**src/rtl/rs_alu_sched_pkg.sv**
```systemverilog
// rs_alu_sched_pkg: shared ALU reservation-station constants and helpers
`ifndef ALU_ENT_NUM
`define ALU_ENT_NUM 8
`endif
`ifndef ALU_ENT_SEL
`define ALU_ENT_SEL 3
`endif

package rs_alu_sched_pkg;
    localparam int ALU_ENT_NUM = `ALU_ENT_NUM;
    localparam int ALU_ENT_SEL = `ALU_ENT_SEL;

    // Number of dispatch slots requesting an entry this cycle (0..2).
    function automatic logic [1:0] req_count(input logic a, input logic b);
        return {1'b0, a} + {1'b0, b};
    endfunction
endpackage

```
**src/rtl/rs_alu_sched_prio_enc.sv**
```systemverilog
// rs_prio_enc: find-first-set (lowest index) with valid flag
//   req   - request vector
//   valid - any bit of req set
//   idx   - lowest set bit index, 0 when req is empty
module rs_prio_enc #(
    parameter int W   = 8,
    parameter int SEL = 3
) (
    input  logic [W-1:0]   req,
    output logic           valid,
    output logic [SEL-1:0] idx
);
    always_comb begin
        valid = |req;
        idx   = '0;
        for (int i = W - 1; i >= 0; i--)
            if (req[i]) idx = SEL'(i);
    end
endmodule

```
**src/rtl/rs_alu_sched.sv**
```systemverilog
// rs_alu_sched: ALU reservation-station allocation and round-robin issue scheduler
//   clk_i, reset_ni          - clock, asynchronous active-low reset
//   flush_i                  - empties the station, kills this cycle's grant/issue
//   alloc_req_1/2_i          - dispatch slot requests (slot 2 only with slot 1)
//   alloc_ok_o, alloc_*_idx_o, we_vec_o - all-or-nothing grant and entry write enables
//   busy_vec_o, free_count_o - entry occupancy
//   ready_vec_i              - per-entry operand-ready flags
//   issue_valid_o/idx_o/ready_i - valid/ready handshake to the ALU execute stage
`ifndef ALU_ENT_NUM
`define ALU_ENT_NUM 8
`endif
`ifndef ALU_ENT_SEL
`define ALU_ENT_SEL 3
`endif

module rs_alu_sched
    import rs_alu_sched_pkg::*;
#(
    parameter int ENTRY_NUM = `ALU_ENT_NUM,
    parameter int ENTRY_SEL = `ALU_ENT_SEL
) (
    input  logic                 clk_i,
    input  logic                 reset_ni,
    input  logic                 flush_i,
    input  logic                 alloc_req_1_i,
    input  logic                 alloc_req_2_i,
    output logic                 alloc_ok_o,
    output logic [ENTRY_SEL-1:0] alloc_1_idx_o,
    output logic [ENTRY_SEL-1:0] alloc_2_idx_o,
    output logic [ENTRY_NUM-1:0] we_vec_o,
    output logic [ENTRY_NUM-1:0] busy_vec_o,
    output logic [ENTRY_SEL:0]   free_count_o,
    input  logic [ENTRY_NUM-1:0] ready_vec_i,
    output logic                 issue_valid_o,
    output logic [ENTRY_SEL-1:0] issue_idx_o,
    input  logic                 issue_ready_i
);
    logic [ENTRY_NUM-1:0] busy;
    logic [ENTRY_SEL-1:0] rr_ptr;

    logic [ENTRY_NUM-1:0] free_vec, free2_vec, cand, hi_mask;
    logic [ENTRY_SEL-1:0] f1_idx, f2_idx, hi_idx, lo_idx;
    logic                 f1_vld, f2_vld, hi_vld, lo_vld, fire;
    logic [1:0]           req_cnt;

    assign free_vec  = ~busy;
    assign free2_vec = free_vec & ~(ENTRY_NUM'(1) << f1_idx);

    rs_prio_enc #(.W(ENTRY_NUM), .SEL(ENTRY_SEL)) u_free1 (.req(free_vec),  .valid(f1_vld), .idx(f1_idx));
    rs_prio_enc #(.W(ENTRY_NUM), .SEL(ENTRY_SEL)) u_free2 (.req(free2_vec), .valid(f2_vld), .idx(f2_idx));

    always_comb begin
        free_count_o = '0;
        for (int i = 0; i < ENTRY_NUM; i++)
            free_count_o = free_count_o + (ENTRY_SEL + 1)'(free_vec[i]);
    end

    assign req_cnt = req_count(alloc_req_1_i, alloc_req_2_i);

    // reset_ni gates the grant so nothing is offered while the station is held in reset
    assign alloc_ok_o    = reset_ni & ~flush_i & (req_cnt != 2'd0)
                           & (free_count_o >= (ENTRY_SEL + 1)'(req_cnt));
    assign alloc_1_idx_o = (reset_ni && f1_vld) ? f1_idx : '0;
    assign alloc_2_idx_o = (reset_ni && f2_vld) ? f2_idx : '0;
    assign we_vec_o      = alloc_ok_o
                           ? ((alloc_req_1_i ? ENTRY_NUM'(1) << f1_idx : '0)
                              | (alloc_req_2_i ? ENTRY_NUM'(1) << f2_idx : '0))
                           : '0;

    // Rotating priority: first look at candidates at or above rr_ptr, else wrap to the lowest.
    assign cand    = ready_vec_i & busy;
    assign hi_mask = ~((ENTRY_NUM'(1) << rr_ptr) - ENTRY_NUM'(1));

    rs_prio_enc #(.W(ENTRY_NUM), .SEL(ENTRY_SEL)) u_iss_hi (.req(cand & hi_mask), .valid(hi_vld), .idx(hi_idx));
    rs_prio_enc #(.W(ENTRY_NUM), .SEL(ENTRY_SEL)) u_iss_lo (.req(cand),           .valid(lo_vld), .idx(lo_idx));

    assign issue_valid_o = lo_vld & ~flush_i;
    assign issue_idx_o   = hi_vld ? hi_idx : lo_idx;
    assign fire          = issue_valid_o & issue_ready_i;
    assign busy_vec_o    = busy;

    always_ff @(posedge clk_i or negedge reset_ni) begin
        if (!reset_ni) begin
            busy   <= '0;
            rr_ptr <= '0;
        end else if (flush_i) begin
            busy   <= '0;
            rr_ptr <= '0;
        end else begin
            busy   <= (busy | we_vec_o) & ~(fire ? ENTRY_NUM'(1) << issue_idx_o : '0);
            rr_ptr <= fire ? issue_idx_o + ENTRY_SEL'(1) : rr_ptr;
        end
    end

    a_req2_needs_req1 : assert property (@(posedge clk_i) disable iff (!reset_ni)
        !(alloc_req_2_i && !alloc_req_1_i));
endmodule

```
**config.mk**
```make
export PLATFORM = sky130hd
export DESIGN_NAME = rs_alu_sched
export DESIGN_NICKNAME = d
export VERILOG_FILES = /design/src/rtl/rs_alu_sched_pkg.sv /design/src/rtl/rs_alu_sched_prio_enc.sv /design/src/rtl/rs_alu_sched.sv
export SDC_FILE = /design/constraint.sdc
export NUM_CORES = 1
export LEC_CHECK = 0
export ABC_AREA = 1
export BUFFER_PORTS_ARGS = -buffer_cell sky130_fd_sc_hd__buf_4
export CORE_MARGIN = 2
export CORE_UTILIZATION = 40
export CTS_CLUSTER_SIZE = 30
export DETAILED_ROUTE_END_ITERATION = 8
export PLACE_DENSITY_LB_ADDON = 0.1
export SLEW_MARGIN = 20
export SYNTH_ARGS = -nofsm -noshare
export SYNTH_HDL_FRONTEND = slang
export SYNTH_SLANG_ARGS = --single-unit
export TNS_END_PERCENT = 50
```
**constraint.sdc**
```tcl
create_clock -name clk_i -period 6.85 [get_ports clk_i]
set_clock_uncertainty 0.1 [all_clocks]
set_input_delay 0.685 -clock clk_i [delete_from_list [all_inputs] [get_ports clk_i]]
set_output_delay 0.685 -clock clk_i [all_outputs]
set_load 0.1 [all_outputs]
```
; After elaboration in Yosys (flattened, before gate mapping)
; Cells that the tools add are included.
; Widths: inputs -> output; s select.
[word_totals]
regBits = 11
out_inout_bits = 31
[op_classes]
add_sub_neg = 10
magnitude_cmp = 1
n_shift = 4
n_mux = 42
bitwise_logic = 16
n_reduce_logical = 8
[op_table]
columns = cell, count
row1 = $mux 3, 37
row2 = $mux 8, 5
row3 = $and 8x8->8, 4
row4 = $not 8->8, 4
row5 = $reduce_or 8->1, 4
row6 = $shl 1x3->8 const A, 4
row7 = $add 4x1->4, 4
row8 = $or 8x8->8, 2
row9 = $sub 8x2->8 const B, 1
row10 = $and 1x1->1, 5
row11 = $add 1x1->2, 2
row12 = $add 3x1->4, 1
row13 = $ge 4x2->1, 1
row14 = $reduce_bool 2->1, 2
row15 = $add 2x1->3, 1
row16 = $add 3x1->3 const B, 1
row17 = $logic_and 1x1->1, 2
row18 = $not 1->1, 1

; Logic depth before layout (Yosys ltp)
; Gate-level depths: netlist (run 1).
[depth]
depth_word = 27
depth_mapped = 18

; Hierarchy
; A second synthesis (run 1) with hierarchy kept.
[hier_totals]
cells_unflattened = 298
area_unflattened_um2 = 1764.2
[modules_own_cells]
columns = mod, n_inst, cells_each, area_each_um2
row1 = rs_alu_sched, 1, 210, 1368.8
row2 = rs_prio_enc, 4, 22, 98.8

; Worst setup path after synthesis (run 1)
; OpenSTA, ideal clock, no wires.
[synth_timing]
path_kind = reg-to-output
startpoint = register busy[0] (netlist: busy_vec_o[0])
endpoint = output port we_vec_o[1]
arrival_ps = 8860
setup_slack_ps = -2795
stages_incl_launch_ff = 13
n_path_buf = 0
cell_sequence = dfrtp_1 -> inv_1 -> fa_1 -> fa_1 -> fa_1 -> ha_1 -> inv_1 -> fa_1 -> xnor2_1 -> nor4_1 -> nor4_2 -> inv_1 -> a21oi_1
[synth_between]
elab_cells_between_ends = 27
cone_classes = 7 x add/sub / 1 x order compare / 2 x shift / 12 x mux / 5 x bitwise
[synth_lines]
columns = element, line
row1 = from (decl), rs_alu_sched.sv:38  ; logic [ENTRY_NUM-1:0] busy;
row2 = from (signal assigned), rs_alu_sched.sv:90  ; busy <= (busy | we_vec_o) & ~(fire ? ENTRY_NUM'(1) << issue_idx_o : '0);
row3 = $not 8->8, rs_alu_sched.sv:46  ; assign free_vec = ~busy;
row4 = $add 1x1->2, rs_alu_sched.sv:55  ; free_count_o = free_count_o + (ENTRY_SEL + 1)'(free_vec[i]);
row5 = $add 2x1->3, rs_alu_sched.sv:55
row6 = $add 3x1->4, rs_alu_sched.sv:55
row7 = $add 4x1->4 (4 in series), rs_alu_sched.sv:55
row8 = via free_count_o[2], rs_alu_sched.sv:32  ; output logic [ENTRY_SEL:0] free_count_o,
row9 = $ge 4x2->1, rs_alu_sched.sv:62  ; & (free_count_o >= (ENTRY_SEL + 1)'(req_cnt));
row10 = $and 1x1->1, rs_alu_sched.sv:62
row11 = via alloc_ok_o, rs_alu_sched.sv:27  ; output logic alloc_ok_o,
row12 = $mux 8, rs_alu_sched.sv:66  ; ? ((alloc_req_1_i ? ENTRY_NUM'(1) << f1_idx : '0)
row13 = to (decl), rs_alu_sched.sv:30  ; output logic [ENTRY_NUM-1:0] we_vec_o,
; The timed path passes the listed nets, and every way through them passes these cells.

; Worst setup path in the final report (run 1)
[layout_timing]
startpoint = register busy[0] (netlist: busy_vec_o[0])
endpoint = output port we_vec_o[0]
[layout_between]
elab_chain_len = 17
elab_cells_between_ends = 27
cone_classes = 7 x add/sub / 1 x order compare / 2 x shift / 12 x mux / 5 x bitwise
[layout_rtl]
columns = element, line
row1 = $not 8->8 (*), rs_alu_sched.sv:46
row2 = branches (longest 15 deep; another with $add 3x1->4), n/a
row3 = $mux 8 (*), rs_alu_sched.sv:66
; Every way passes the cells marked *.

==> results.md, run 1 <==
- Number of global-route vias before repair: 1595
- RSZ-0062 raised after global routing: no
- Clk root buf: sky130_fd_sc_hd__clkbuf_8
- Overall routed net length: ~4700 um
- Count of buffers inserted at the top-level ports: 44
- Total negative setup slack: 0 ns
- Net switching power: ~0.13 mW
- Mapped cell area: 1650 um2
- Sink count of the clock tree: 11
- Largest net degree at the start of global routing: 15
- Total nets after synthesis: a little under 300
- Category of the worst setup path launch point: flip-flop
- Half-perimeter wire length after placement: 4060 um
- Vias after detailed routing: around 1800
- Ys flop type: sky130_fd_sc_hd__dfrtp_1
- Net switching fraction of the power: 0.483
- Critical Path RT: between 6 and 7 ns
- Number of CTS-inserted buffers: 3
- Timing startpoint of the critical path: busy_vec_o[0]
- First drt pass iteration count: 4
- Synth Instances: 258
- Total placed cells including tap cells: 351
- Compound-gate portion of the synthesized area: 0.126
- Run status: finished clean
- Worst-case setup margin in the final layout: 1.36 ns
- Number of I/O pins: 45
- Asr flop ratio synth: 1.00
- Synthesized-area fraction occupied by adder cells: 0.170
- Number of buffers added for setup after CTS: 0
- Power per unit of standard cell area: approximately 130 nW/um2
- Std cell rows: 23
- Destination of the worst register-to-register timing path: busy_vec_o[1]
- Detailed-route DRC error count: 0
- Count of endpoints failing hold in the final timing report: 0
- Relative contribution of combinational cells to total power: 0.502
- Minimum clock period: 5.49 ns
- Total Die Area: 4660 um2
- Classification of the worst-slack hold path: input port to async pin
- # hold bufs at CTS: 0
- Peak fanout along the critical path: 9
- Clock tree from TritonCTS: yes
- Count of unique library cells instantiated by Yosys: 32
- Worst reg2reg path depth: 17
- Internal power of the cells: 0.142 mW
- Leakage dissipation: 1.14 nW
- Sequential element share of the synthesized area: 0.167
- Core outline area: around 4000 um2
- Slew at the pin closest to its max-slew limit: 0.722 ns
- Number of antenna violations at the first check in global routing: 0
- Final worst-path cycle share: 0.801
- Area share of xor/xnor cells in the synthesized design: 0.00531
- Post-layout instance count excluding filler cells: 355
- Total GRT Usage: 0.214
- Final slew viol count: 0
- Total number of H-tree levels: 1
- Starting density of the core: 0.416
- Wire length of the first global-routing pass: 7450 um
- Simple-gate area share of the yosys netlist: 0.402
- Maximum vdd drop: 0.0952 mV
- Mux contribution to synthesized area: 0
- Worst Path Arrival: 4.70 ns
- Antenna diodes: 0
- Clk network pwr share: 0.246
- Rel. slew slack: 0.515
- Latest clock arrival within the worst-skew pair: approximately 0.25 ns
- Net total in the final layout: 340
- Clock-pin slew of the registers on the worst-case setup and hold paths: about 0.060 ns
- Remaining global-route overflow: 0
- FF+latch count, synth: 11
- Avg Cell Area, Syn: 6.40 um2
- Worst slack at placement: 1.62 ns
- Detail-routed via count per cell: 5.05
- Sequential Power Share: 0.253
- Chip Width: 68.2 um
- Max Freq: 182 MHz
- Area growth from synthesis to layout: 32.8%
- Capturing instance or port of the critical path: we_vec_o[0]
- Gpl congestion: ~0.9
- Number of gates given a new drive strength after cts: 0
- Remaining antenna violation count: 0
- Number of enable flip-flop cells after synthesis: 0
- Synth warn: 0
- Max-cap violation count: 0
- Share of layout cells above drive strength 1: 0.328
- R2R Setup Slk: 2.28 ns
- Total of endpoints with negative setup slack in the final report: 0
- Reg2Reg Launch Point: busy_vec_o[0]
- Vertical extent of the die: 68.2 um
- Worst Path Class, Setup: flip-flop to output port
- Iteration-0 DRC Markers: 137
- Worst setup EP type: output port
- Max Buffers Root-to-Sink: 2
- Largest family of logic cells by synthesized area: simple AND/OR/NAND/NOR gates
- Avg WL per Cell: 13.2 um
layout by cell type (no fill, tap or decap), drive strengths merged, types with 2 or more instances in the layout:
master,instances
nand2,85
inv,45
buf,44
nor2,18
nand3,16
ha,16
o21ai,13
a21oi,13
nand4,11
dfrtp,11
clkinvlp,7
clkinv,5
fa,4
clkbuf,3
a31oi,2
o31ai,2
or2,2
nor4,2
registers in the layout, indices dropped and copies added, names as in the netlist:
| signal | count |
|---|---|
| busy_vec_o | 8 |
| rr_ptr | 3 |
synth_stat cells, types with 2 or more instances:
cell type                  number  area, um2
sky130_fd_sc_hd__nor2_4         3       33.8
sky130_fd_sc_hd__o31ai_1        2       15.0
sky130_fd_sc_hd__a31oi_1        2       12.5
sky130_fd_sc_hd__nand3_2        2       20.0
sky130_fd_sc_hd__ha_1          16        200
sky130_fd_sc_hd__o21ai_0       13       65.1
sky130_fd_sc_hd__nand2_2       11       68.8
sky130_fd_sc_hd__fa_1           4       80.1
sky130_fd_sc_hd__dfrtp_1       11        275
sky130_fd_sc_hd__nand3_1       14       70.1
sky130_fd_sc_hd__inv_1         47        176
sky130_fd_sc_hd__clkinv_1       3       11.3
sky130_fd_sc_hd__or2_2          2       12.5
sky130_fd_sc_hd__nor2_1        14       52.6
sky130_fd_sc_hd__inv_2          5       18.8
sky130_fd_sc_hd__nand2_4        2       22.5
sky130_fd_sc_hd__nand2_1       72        270
sky130_fd_sc_hd__a21oi_1       10       50.1
sky130_fd_sc_hd__a21oi_2        2       17.5
sky130_fd_sc_hd__nand4_1       11       68.8
routing by layer:
layer / vias to the layer above / GRT usage / wire [um]
li1: 916 / - / -
met1: 815 / 0.313 / 2300
met2: 59 / 0.320 / 2010
met3: 4 / 0.0493 / 334
met4: 0 / 0.0450 / 50
met5: - / 0 / 0
area by class of cell:
class / count / area (um2)
inverters: 56 / 243
repair buffers: 44 / 330
clock inverters: 1 / 5.00
fillers: 399 / 1780
flip-flops and latches: 11 / 289
multi-input cells: 190 / 1220
clock buffers: 3 / 41.3
well taps: 50 / 62.6
worst min-delay path by stage:
stage | start | endpoint | slack (ns) | depth (start not counted)
final | reset_ni | rr_ptr[1] | 0.19 | 1
after detailed placement | reset_ni | busy_vec_o[7] | 0.45 | 1
after floorplan | reset_ni | busy_vec_o[2] | 0.29 | 0
after CTS | reset_ni | rr_ptr[2] | 0.19 | 1
after global placement | reset_ni | busy_vec_o[7] | 0.45 | 1
after global routing | reset_ni | rr_ptr[2] | 0.19 | 1
power by group through the flow:
stage          clock, mW  sequential (mW)  combinational [mW]
6_report          0.0676           0.0695               0.138
5_1_grt           0.0728           0.0697               0.147
4_1_cts           0.0685           0.0695               0.139
3_5_place_dp           0           0.0707               0.139
3_3_place_gp           0           0.0706               0.138
2_1_floorplan          0           0.0769               0.101
stage by stage:
stage | total power, mW | cell area, um2 | util | hold slack [ns]
after floorplan | 0.178 | 1760 | - | 0.289
after global placement | 0.208 | 2140 | 0.540 | 0.446
after detailed placement | 0.209 | 2140 | 0.540 | 0.453
after CTS | 0.277 | 2190 | 0.552 | 0.190
after global routing | 0.290 | 2190 | 0.552 | 0.186
final | 0.275 | 2190 | 0.552 | 0.185
critical path, stage by stage, from the launching register on:
cell	delay (ns)
sky130_fd_sc_hd__dfrtp_4	0.53
sky130_fd_sc_hd__inv_4	0.09
sky130_fd_sc_hd__fa_1	0.43
sky130_fd_sc_hd__fa_1	0.46
sky130_fd_sc_hd__fa_1	0.50
sky130_fd_sc_hd__ha_2	0.19
sky130_fd_sc_hd__inv_2	0.04
sky130_fd_sc_hd__fa_1	0.54
sky130_fd_sc_hd__clkinvlp_4	0.12
sky130_fd_sc_hd__ha_4	0.26
sky130_fd_sc_hd__o21ai_0	0.06
sky130_fd_sc_hd__inv_1	0.07
sky130_fd_sc_hd__nor4_2	0.05
sky130_fd_sc_hd__nor4_4	0.49
sky130_fd_sc_hd__nand2_1	0.23
sky130_fd_sc_hd__clkinvlp_4	0.11
sky130_fd_sc_hd__buf_4	0.28
kinds of logic after synthesis:
logic type,count (synthesis)
AOI/OAI and AO/OA,34
xor gates and xnor gates,1
adders and majority gates,20
buffers and inverters,57
DFF,11
and+or+nand+nor,135
No activity file was read; power rests on OpenSTA's default activity.
==> run 2: changes to the inputs <==
Settings changed: ABC_AREA 1 to 0.
Clock period 6.85 ns to 4.6 ns, I/O delays scaled along.
==> results.md, run 2 <==
- Area share of the leading cell type in the synthesized netlist: 0.155 (was 0.167)
- Max Buffers Root-to-Sink: 2 (unchanged)
- Detailed-route DRC error count: 0 (unchanged)
- End of the worst hold path: busy_vec_o[2]
- Total nets after synthesis: 272 (was 292)
- Cell types with the largest area share after synthesis: sky130_fd_sc_hd__dfrtp_1, sky130_fd_sc_hd__ha_1, sky130_fd_sc_hd__nand2_1 (was sky130_fd_sc_hd__dfrtp_1, sky130_fd_sc_hd__nand2_1, sky130_fd_sc_hd__ha_1)
- Sum of buffers and inverters on the critical path: 6 (unchanged)
- Detail-routed via count per cell: 5.75 (was 5.05)
- CP max stage cell: sky130_fd_sc_hd__fa_1 (unchanged)
- Slew at the pin closest to its max-slew limit: 0.800 ns (was 0.722 ns)
- Avg WL per Cell: 16.8 um (was 13.2 um)
- Leakage dissipation: 1.10 nW (was 1.14 nW)
- R2R Setup Slk: 0.14 ns (was 2.28 ns)
- Worst setup EP type: output port (unchanged)
- Latest clock arrival within the worst-skew pair: 0.24 ns (was 0.25 ns)
- Gate family responsible for the most delay along the worst path: adder cells (unchanged)
- Remaining global-route overflow: 0 (unchanged)
- Wire length of the first global-routing pass: 9270 um (was 7450 um)
- Number of antenna violations at the first check in global routing: 0 (unchanged)
- Timing startpoint of the critical path: busy_vec_o[3] (was busy_vec_o[0])
- Core occupancy in the finished layout: 0.599 (was 0.552)
- Share of layout cells above drive strength 1: 0.382 (was 0.328)
- Number of global-route vias before repair: 1887 (was 1595)
- Final total power: 0.435 mW (was 0.275 mW)
- Category of the worst setup path launch point: flip-flop (unchanged)
- Worst Path Arrival: 4.36 ns (was 4.70 ns)
- Cell-by-cell listing of the critical path: inv_4 > fa_1 > fa_1 > fa_1 > ha_2 > inv_2 > fa_1 > clkinvlp_4 > ha_4 > a21oi_2 > a31o_4 > clkinvlp_4 > nand4_1 > buf_6 > o21ai_4 > buf_12 (was inv_4 > fa_1 > fa_1 > fa_1 > ha_2 > inv_2 > fa_1 > clkinvlp_4 > ha_4 > o21ai_0 > inv_1 > nor4_2 > nor4_4 > nand2_1 > clkinvlp_4 > buf_4)
- Gpl congestion: 0.893 (was 0.907)
- Peak fanout along the critical path: 6 (was 9)
- Worst Path Class, Setup: flip-flop to output port (unchanged)
- Synth Instances: 238 (was 258)
- Number of I/O pins: 45 (unchanged)
- Starting density of the core: 0.412 (was 0.416)
- Asr flop ratio synth: 1.00 (unchanged)
- First drt pass iteration count: 4 (unchanged)
- Clk root buf: sky130_fd_sc_hd__clkbuf_8 (unchanged)
- Vias after detailed routing: 2001 (was 1794)
- Worst slack at placement: -0.261 ns (was 1.62 ns)
- Std cell rows: 24 (was 23)
- Remaining antenna violation count: 0 (unchanged)
- Total GRT Usage: 0.230 (was 0.214)
- Worst reg2reg path depth: 15 (was 17)
- Number of enable flip-flop cells after synthesis: 0 (unchanged)
- Number of CTS-inserted buffers: 3 (unchanged)
- Vertical extent of the die: 70.5 um (was 68.2 um)
- Flip-flop count of the largest register, all copies and words added: 8 (unchanged)
- Ys flop type: sky130_fd_sc_hd__dfrtp_1 (unchanged)
- Half-perimeter wire length after placement: 4600 um (was 4060 um)
- Iteration-0 DRC Markers: 257 (was 137)
- Critical Path RT: 4.04 ns (was 6.06 ns)
- Final slew viol count: 0 (unchanged)
- Post-synth top cells: sky130_fd_sc_hd__nand2_1, sky130_fd_sc_hd__inv_1, sky130_fd_sc_hd__a21oi_1 (was sky130_fd_sc_hd__nand2_1, sky130_fd_sc_hd__inv_1, sky130_fd_sc_hd__ha_1)
- RSZ-0062 raised after global routing: yes (was no)
- Most frequent cell on the critical path: sky130_fd_sc_hd__fa_1 (unchanged)
- Worst-case setup margin in the final layout: -0.315 ns (was 1.36 ns)
- Reg2Reg Launch Point: busy_vec_o[3] (was busy_vec_o[0])
- Most frequent standard cell in the layout excluding fill and tap cells: sky130_fd_sc_hd__buf_4 (was sky130_fd_sc_hd__nand2_1)
- Total Die Area: 4970 um2 (was 4660 um2)
- Synth warn: 0 (unchanged)
- Library cell occupying the most area in the post-synthesis netlist: sky130_fd_sc_hd__dfrtp_1 (unchanged)
- Violations in the final reports: negative setup slack
- FF+latch count, synth: 11 (unchanged)
- Sink count of the clock tree: 11 (unchanged)
- Avg Cell Area, Syn: 7.44 um2 (was 6.40 um2)
- Overall routed net length: 5840 um (was 4700 um)
- Mapped cell area: 1770 um2 (was 1650 um2)
- Chip Width: 70.5 um (was 68.2 um)
- Most frequent cells in the layout: sky130_fd_sc_hd__buf_4, sky130_fd_sc_hd__nand2_1, sky130_fd_sc_hd__inv_1 (was sky130_fd_sc_hd__nand2_1, sky130_fd_sc_hd__buf_4, sky130_fd_sc_hd__inv_1)
- Power per unit of standard cell area: 169 nW/um2 (was 126 nW/um2)
- Count of endpoints failing hold in the final timing report: 0 (unchanged)
- Hold-critical path depth: 2
- Clock tree from TritonCTS: yes (unchanged)
- Core outline area: 4290 um2 (was 3970 um2)
- Final worst-path cycle share: 1.07
- Cell with the most instances after synthesis: sky130_fd_sc_hd__nand2_1 (unchanged)
- Max-cap violation count: 0 (unchanged)
- Largest stage delay, worst path: 0.57 ns (was 0.54 ns)
- Count of buffers inserted at the top-level ports: 44 (unchanged)
- Sequential element share of the synthesized area: 0.155 (was 0.167)
- Total number of H-tree levels: 1 (unchanged)
- Hold Crit Start: flush_i
- Total of endpoints with negative setup slack in the final report: 9 (was 0)
- Minimum clock period: 4.92 ns
- Clock-pin slew of the registers on the worst-case setup and hold paths: 0.05 ns (was 0.06 ns)
- Maximum vdd drop: 0.239 mV (was 0.0952 mV)
- Net total in the final layout: 331 (was 340)
- Max Freq: 203 MHz
- Classification of the worst-slack hold path: input port to flip-flop (was input port to async pin)
- Largest net degree at the start of global routing: 18 (was 15)
- Count of unique library cells instantiated by Yosys: 59 (was 32)
- Area growth from synthesis to layout: 45.3% (was 32.8%)
- Run status: finished with violations (was finished clean)
- Antenna diodes: 0 (unchanged)
- Rel. slew slack: 0.465 (was 0.515)
- Destination of the worst register-to-register timing path: busy_vec_o[1] (unchanged)
run 2: changes by cell type in the layout (fill, tap and decap cells not counted), sizes merged, moves of 6 or more:
| cell | before | now |
|---|---|---|
| nand2 | 85 | 32 |
| buf | 44 | 66 |
| inv | 45 | 23 |
| and2 | 0 | 11 |
| nand3 | 16 | 8 |
| nand4 | 11 | 4 |
| nand2b | 0 | 6 |
run 2: kinds of logic after synthesis:
kind of cell / synth area share
DFF: 0.155
muxes: 0.00565
xor gates and xnor gates: 0.00495
and+or+nand+nor: 0.269
adders and majority gates: 0.164
buffers and inverters: 0.102
AOI/OAI and AO/OA: 0.300
run 2: worst max-delay path by stage:
stage | end | slack [ns] | cells after the start
6_report | we_vec_o[4] | -0.32 | 16
5_1_grt | we_vec_o[1] | -0.43 | 15
4_1_cts | we_vec_o[4] | -0.31 | 16
3_5_place_dp | we_vec_o[1] | -0.26 | 15
3_3_place_gp | we_vec_o[1] | -0.19 | 15
2_1_floorplan | we_vec_o[4] | -1.54 | 15
run 2: final cells by class:
class,instances,area [um2]
Clock buffer,4,45.0
Inverter,25,106
Fill cell,405,1720
Sequential cell,11,288
Timing Repair Buffer,67,612
Tap cell,52,65.1
Multi-Input combinational cell,189,1460
run 2: repair_timing:
action	4_1_cts	5_1_grt
hold buffers	1	0
setup buffers	1	0
resized for setup	36	2
hold endpoints to repair	11	0
pin swaps	3	1
endpoints found under the setup margin	9	10
run 2: layer usage:
layer  vias up  routed length (um)  global-route usage
met5         -                   0                   0
li1        975                   -                   -
met4         0                  11              0.0566
met1       932                2750               0.348
met3         2                 474              0.0356
met2        92                2600               0.343
run 2: metrics by stage:
| step | std cells | setup TNS [ns] | cell area [um2] | hold slack, ns |
|---|---|---|---|---|
| floorplan | 238 | -18.47 | 1890 | 0.0644 |
| global placement | 342 | -0.636 | 2350 | 0.233 |
| detailed placement | 342 | -0.882 | 2350 | 0.233 |
| CTS | 348 | -1.56 | 2560 | 0.368 |
| global route | 348 | -2.57 | 2570 | 0.377 |
| finish | 348 | -1.66 | 2570 | 0.362 |
run 2: report_power, final:
group,total (mW),switching [mW],internal [mW]
sequential,0.103,0.00358,0.0999
clock,0.0983,0.0373,0.0610
combinational,0.234,0.163,0.0710
total,0.435,0.203,0.232
==> run 3: changes to the inputs <==
Settings changed: ABC_AREA 0 to 1, GPL_TIMING_DRIVEN set to 0.
==> results.md, run 3 (synthesis results as in run 1) <==
- Count of buffers inserted at the top-level ports: 44 (unchanged)
- Remaining antenna violation count: 0 (unchanged)
- Clock tree from TritonCTS: yes (unchanged)
- Area growth from synthesis to layout: 49.7% (was 45.3%)
- Avg WL per Cell: 13.0 um (was 16.8 um)
- Rel. slew slack: 0.501 (was 0.465)
- Most frequent cell on the critical path: sky130_fd_sc_hd__fa_1 (unchanged)
- Iteration-0 DRC Markers: 134 (was 257)
- Clk root buf: sky130_fd_sc_hd__clkbuf_8 (unchanged)
- Half-perimeter wire length after placement: 3820 um (was 4600 um)
- Number of I/O pins: 45 (unchanged)
- Gpl congestion: 0.913 (was 0.893)
- Total Die Area: 4660 um2 (was 4970 um2)
- Total GRT Usage: 0.227 (was 0.230)
- Vertical extent of the die: 68.2 um (was 70.5 um)
- Largest stage delay, worst path: 0.54 ns (was 0.57 ns)
- Detail-routed via count per cell: 5.04 (was 5.75)
- Power per unit of standard cell area: 176 nW/um2 (was 169 nW/um2)
- Remaining global-route overflow: 0 (unchanged)
- Count of endpoints failing hold in the final timing report: 0 (unchanged)
- Core outline area: 3970 um2 (was 4290 um2)
- Share of layout cells above drive strength 1: 0.391 (was 0.382)
- Maximum vdd drop: 0.236 mV (was 0.239 mV)
- Worst-case setup margin in the final layout: -0.260 ns (was -0.315 ns)
- Category of the worst setup path launch point: flip-flop (unchanged)
- Latest clock arrival within the worst-skew pair: 0.25 ns (was 0.24 ns)
- Sequential cell area: 289 um2 (was 288 um2)
- Std cell rows: 23 (was 24)
- Detailed-route DRC error count: 0 (unchanged)
- Total of endpoints with negative setup slack in the final report: 9 (unchanged)
- Final slew viol count: 0 (unchanged)
- Sink count of the clock tree: 11 (unchanged)
- Critical Path RT: 4.04 ns (about the same)
- Number of CTS-inserted buffers: 3 (unchanged)
- Peak fanout along the critical path: 7 (was 6)
- Number of antenna violations at the first check in global routing: 0 (unchanged)
- End of the worst hold path: rr_ptr[0] (was busy_vec_o[2])
- Vias after detailed routing: 1874 (was 2001)
- Reg2Reg Launch Point: busy_vec_o[1] (was busy_vec_o[3])
- Worst Path Class, Setup: flip-flop to output port (unchanged)
- Net total in the final layout: 357 (was 331)
- Max Freq: 206 MHz (was 203 MHz)
- Final total power: 0.436 mW (was 0.435 mW)
- RSZ-0062 raised after global routing: yes (unchanged)
- Post-layout instance count excluding filler cells: 372 (was 348)
- Clock-pin slew of the registers on the worst-case setup and hold paths: 0.06 ns (was 0.05 ns)
- Hold-critical path depth: 2 (unchanged)
- Worst Path Arrival: 4.30 ns (was 4.36 ns)
- Classification of the worst-slack hold path: flip-flop to flip-flop (was input port to flip-flop)
- Total negative setup slack: -1.96 ns (was -1.66 ns)
- Violations in the final reports: negative setup slack (unchanged)
- R2R Setup Slk: 0.33 ns (was 0.14 ns)
- Worst reg2reg path depth: 18 (was 15)
- Leakage dissipation: 1.30 nW (was 1.10 nW)
- Minimum clock period: 4.86 ns (was 4.92 ns)
- Overall routed net length: 4830 um (was 5840 um)
- Run status: finished with violations (unchanged)
- Largest net degree at the start of global routing: 15 (was 18)
- Max Buffers Root-to-Sink: 2 (unchanged)
- Core occupancy in the finished layout: 0.622 (was 0.599)
- Number of global-route vias before repair: 1657 (was 1887)
- Total placed cells including tap cells: 352 (was 342)
- Worst setup EP type: output port (unchanged)
- Footprint of the multi-input gates: 1280 um2 (was 1460 um2)
- Cell-by-cell listing of the critical path: inv_4 > fa_1 > fa_1 > fa_1 > ha_2 > inv_2 > fa_1 > clkinvlp_4 > ha_4 > o21ai_2 > inv_2 > nor4_4 > nor4_4 > buf_6 > nand2_2 > clkinvlp_4 > buf_12 (was inv_4 > fa_1 > fa_1 > fa_1 > ha_2 > inv_2 > fa_1 > clkinvlp_4 > ha_4 > a21oi_2 > a31o_4 > clkinvlp_4 > nand4_1 > buf_6 > o21ai_4 > buf_12)
- Max-cap violation count: 0 (unchanged)
- Final worst-path cycle share: 1.06 (was 1.07)
- Chip Width: 68.2 um (was 70.5 um)
- Most frequent standard cell in the layout excluding fill and tap cells: sky130_fd_sc_hd__nand2_1 (was sky130_fd_sc_hd__buf_4)
- Total number of H-tree levels: 1 (unchanged)
- Flip-flop count of the largest register, all copies and words added: 8 (unchanged)
- Hold Crit Start: rr_ptr[0] (was flush_i)
- Starting density of the core: 0.416 (was 0.412)
- Most frequent cells in the layout: sky130_fd_sc_hd__nand2_1, sky130_fd_sc_hd__buf_4, sky130_fd_sc_hd__inv_1 (was sky130_fd_sc_hd__buf_4, sky130_fd_sc_hd__nand2_1, sky130_fd_sc_hd__inv_1)
- CP max stage cell: sky130_fd_sc_hd__fa_1 (unchanged)
- Fill cell count: 373 (was 405)
- Slew at the pin closest to its max-slew limit: 0.742 ns (was 0.800 ns)
- Destination of the worst register-to-register timing path: busy_vec_o[7] (was busy_vec_o[1])
- Antenna diodes: 0 (unchanged)
- First drt pass iteration count: 4 (unchanged)
- Wire length of the first global-routing pass: 7810 um (was 9270 um)
## run 3: cell count changes in the layout (fill, tap and decap cells not counted), sizes merged, moves of 7 or more
cell / delta
inv: +21
nand4: +7
nand3: +8
and2: -11
nand2: +53
buf: -7
## run 3: worst max-delay path: cells and delay by family, from the launching register on
family                   cells  cell delay, ns
adder cells (fa/ha/maj)      6            2.40
buffers and inverters        7            0.69
AO/OA/AOI/OAI                1            0.05
flip-flops                   1            0.43
AND/OR/NAND/NOR              3            0.47
## run 3: cell type report
type	count	area share
Buffer	1	0.00152
Clock buffer	3	0.0167
Clock inverter	1	0.00203
Inverter	56	0.101
Multi-Input combinational cell	190	0.518
Sequential cell	11	0.117
Tap cell	50	0.0253
Timing Repair Buffer	60	0.218
## run 3: timing repair
| action | in CTS | in global routing |
|---|---|---|
| endpoints found under the setup margin | 10 | 9 |
| endpoints found under the hold margin | 11 | 0 |
| pin swaps | 4 | 3 |
| gates resized for setup | 35 | 5 |
| hold buffers | 1 | 0 |
| setup buffers | 10 | 5 |
## run 3: metal layers
layer | part of all wire | vias up | global-route usage
met3 | 0.048 | 9 | 0.0362
met1 | 0.48 | 869 | 0.325
met4 | 0.016 | 0 | 0.0575
met2 | 0.46 | 51 | 0.353
met5 | 0 | - | 0
li1 | - | 945 | -
## run 3: worst max path at each step
stage | startpoint | end | slack, ns
final | busy_vec_o[1] | we_vec_o[2] | -0.26
after global routing | busy_vec_o[1] | we_vec_o[2] | -0.40
after global placement | busy_vec_o[0] | we_vec_o[5] | -0.49
after CTS | busy_vec_o[1] | we_vec_o[2] | -0.32
after floorplan | busy_vec_o[1] | we_vec_o[1] | -2.06
after detailed placement | busy_vec_o[0] | we_vec_o[5] | -0.52
## run 3: report_power, final
group	switching, mW	total (mW)	internal, mW
sequential	0.00239	0.102	0.0994
combinational	0.164	0.231	0.0675
clock	0.0428	0.103	0.0599
total	0.209	0.436	0.227
## run 3: metrics by stage
step	hold WS, ns	cell area [um2]	setup slack (ns)
final	0.473	2470	-0.260
after global placement	0.224	2150	-0.493
after global routing	0.501	2470	-0.395
after floorplan	0.0644	1760	-2.06
after CTS	0.481	2410	-0.319
after detailed placement	0.224	2150	-0.516
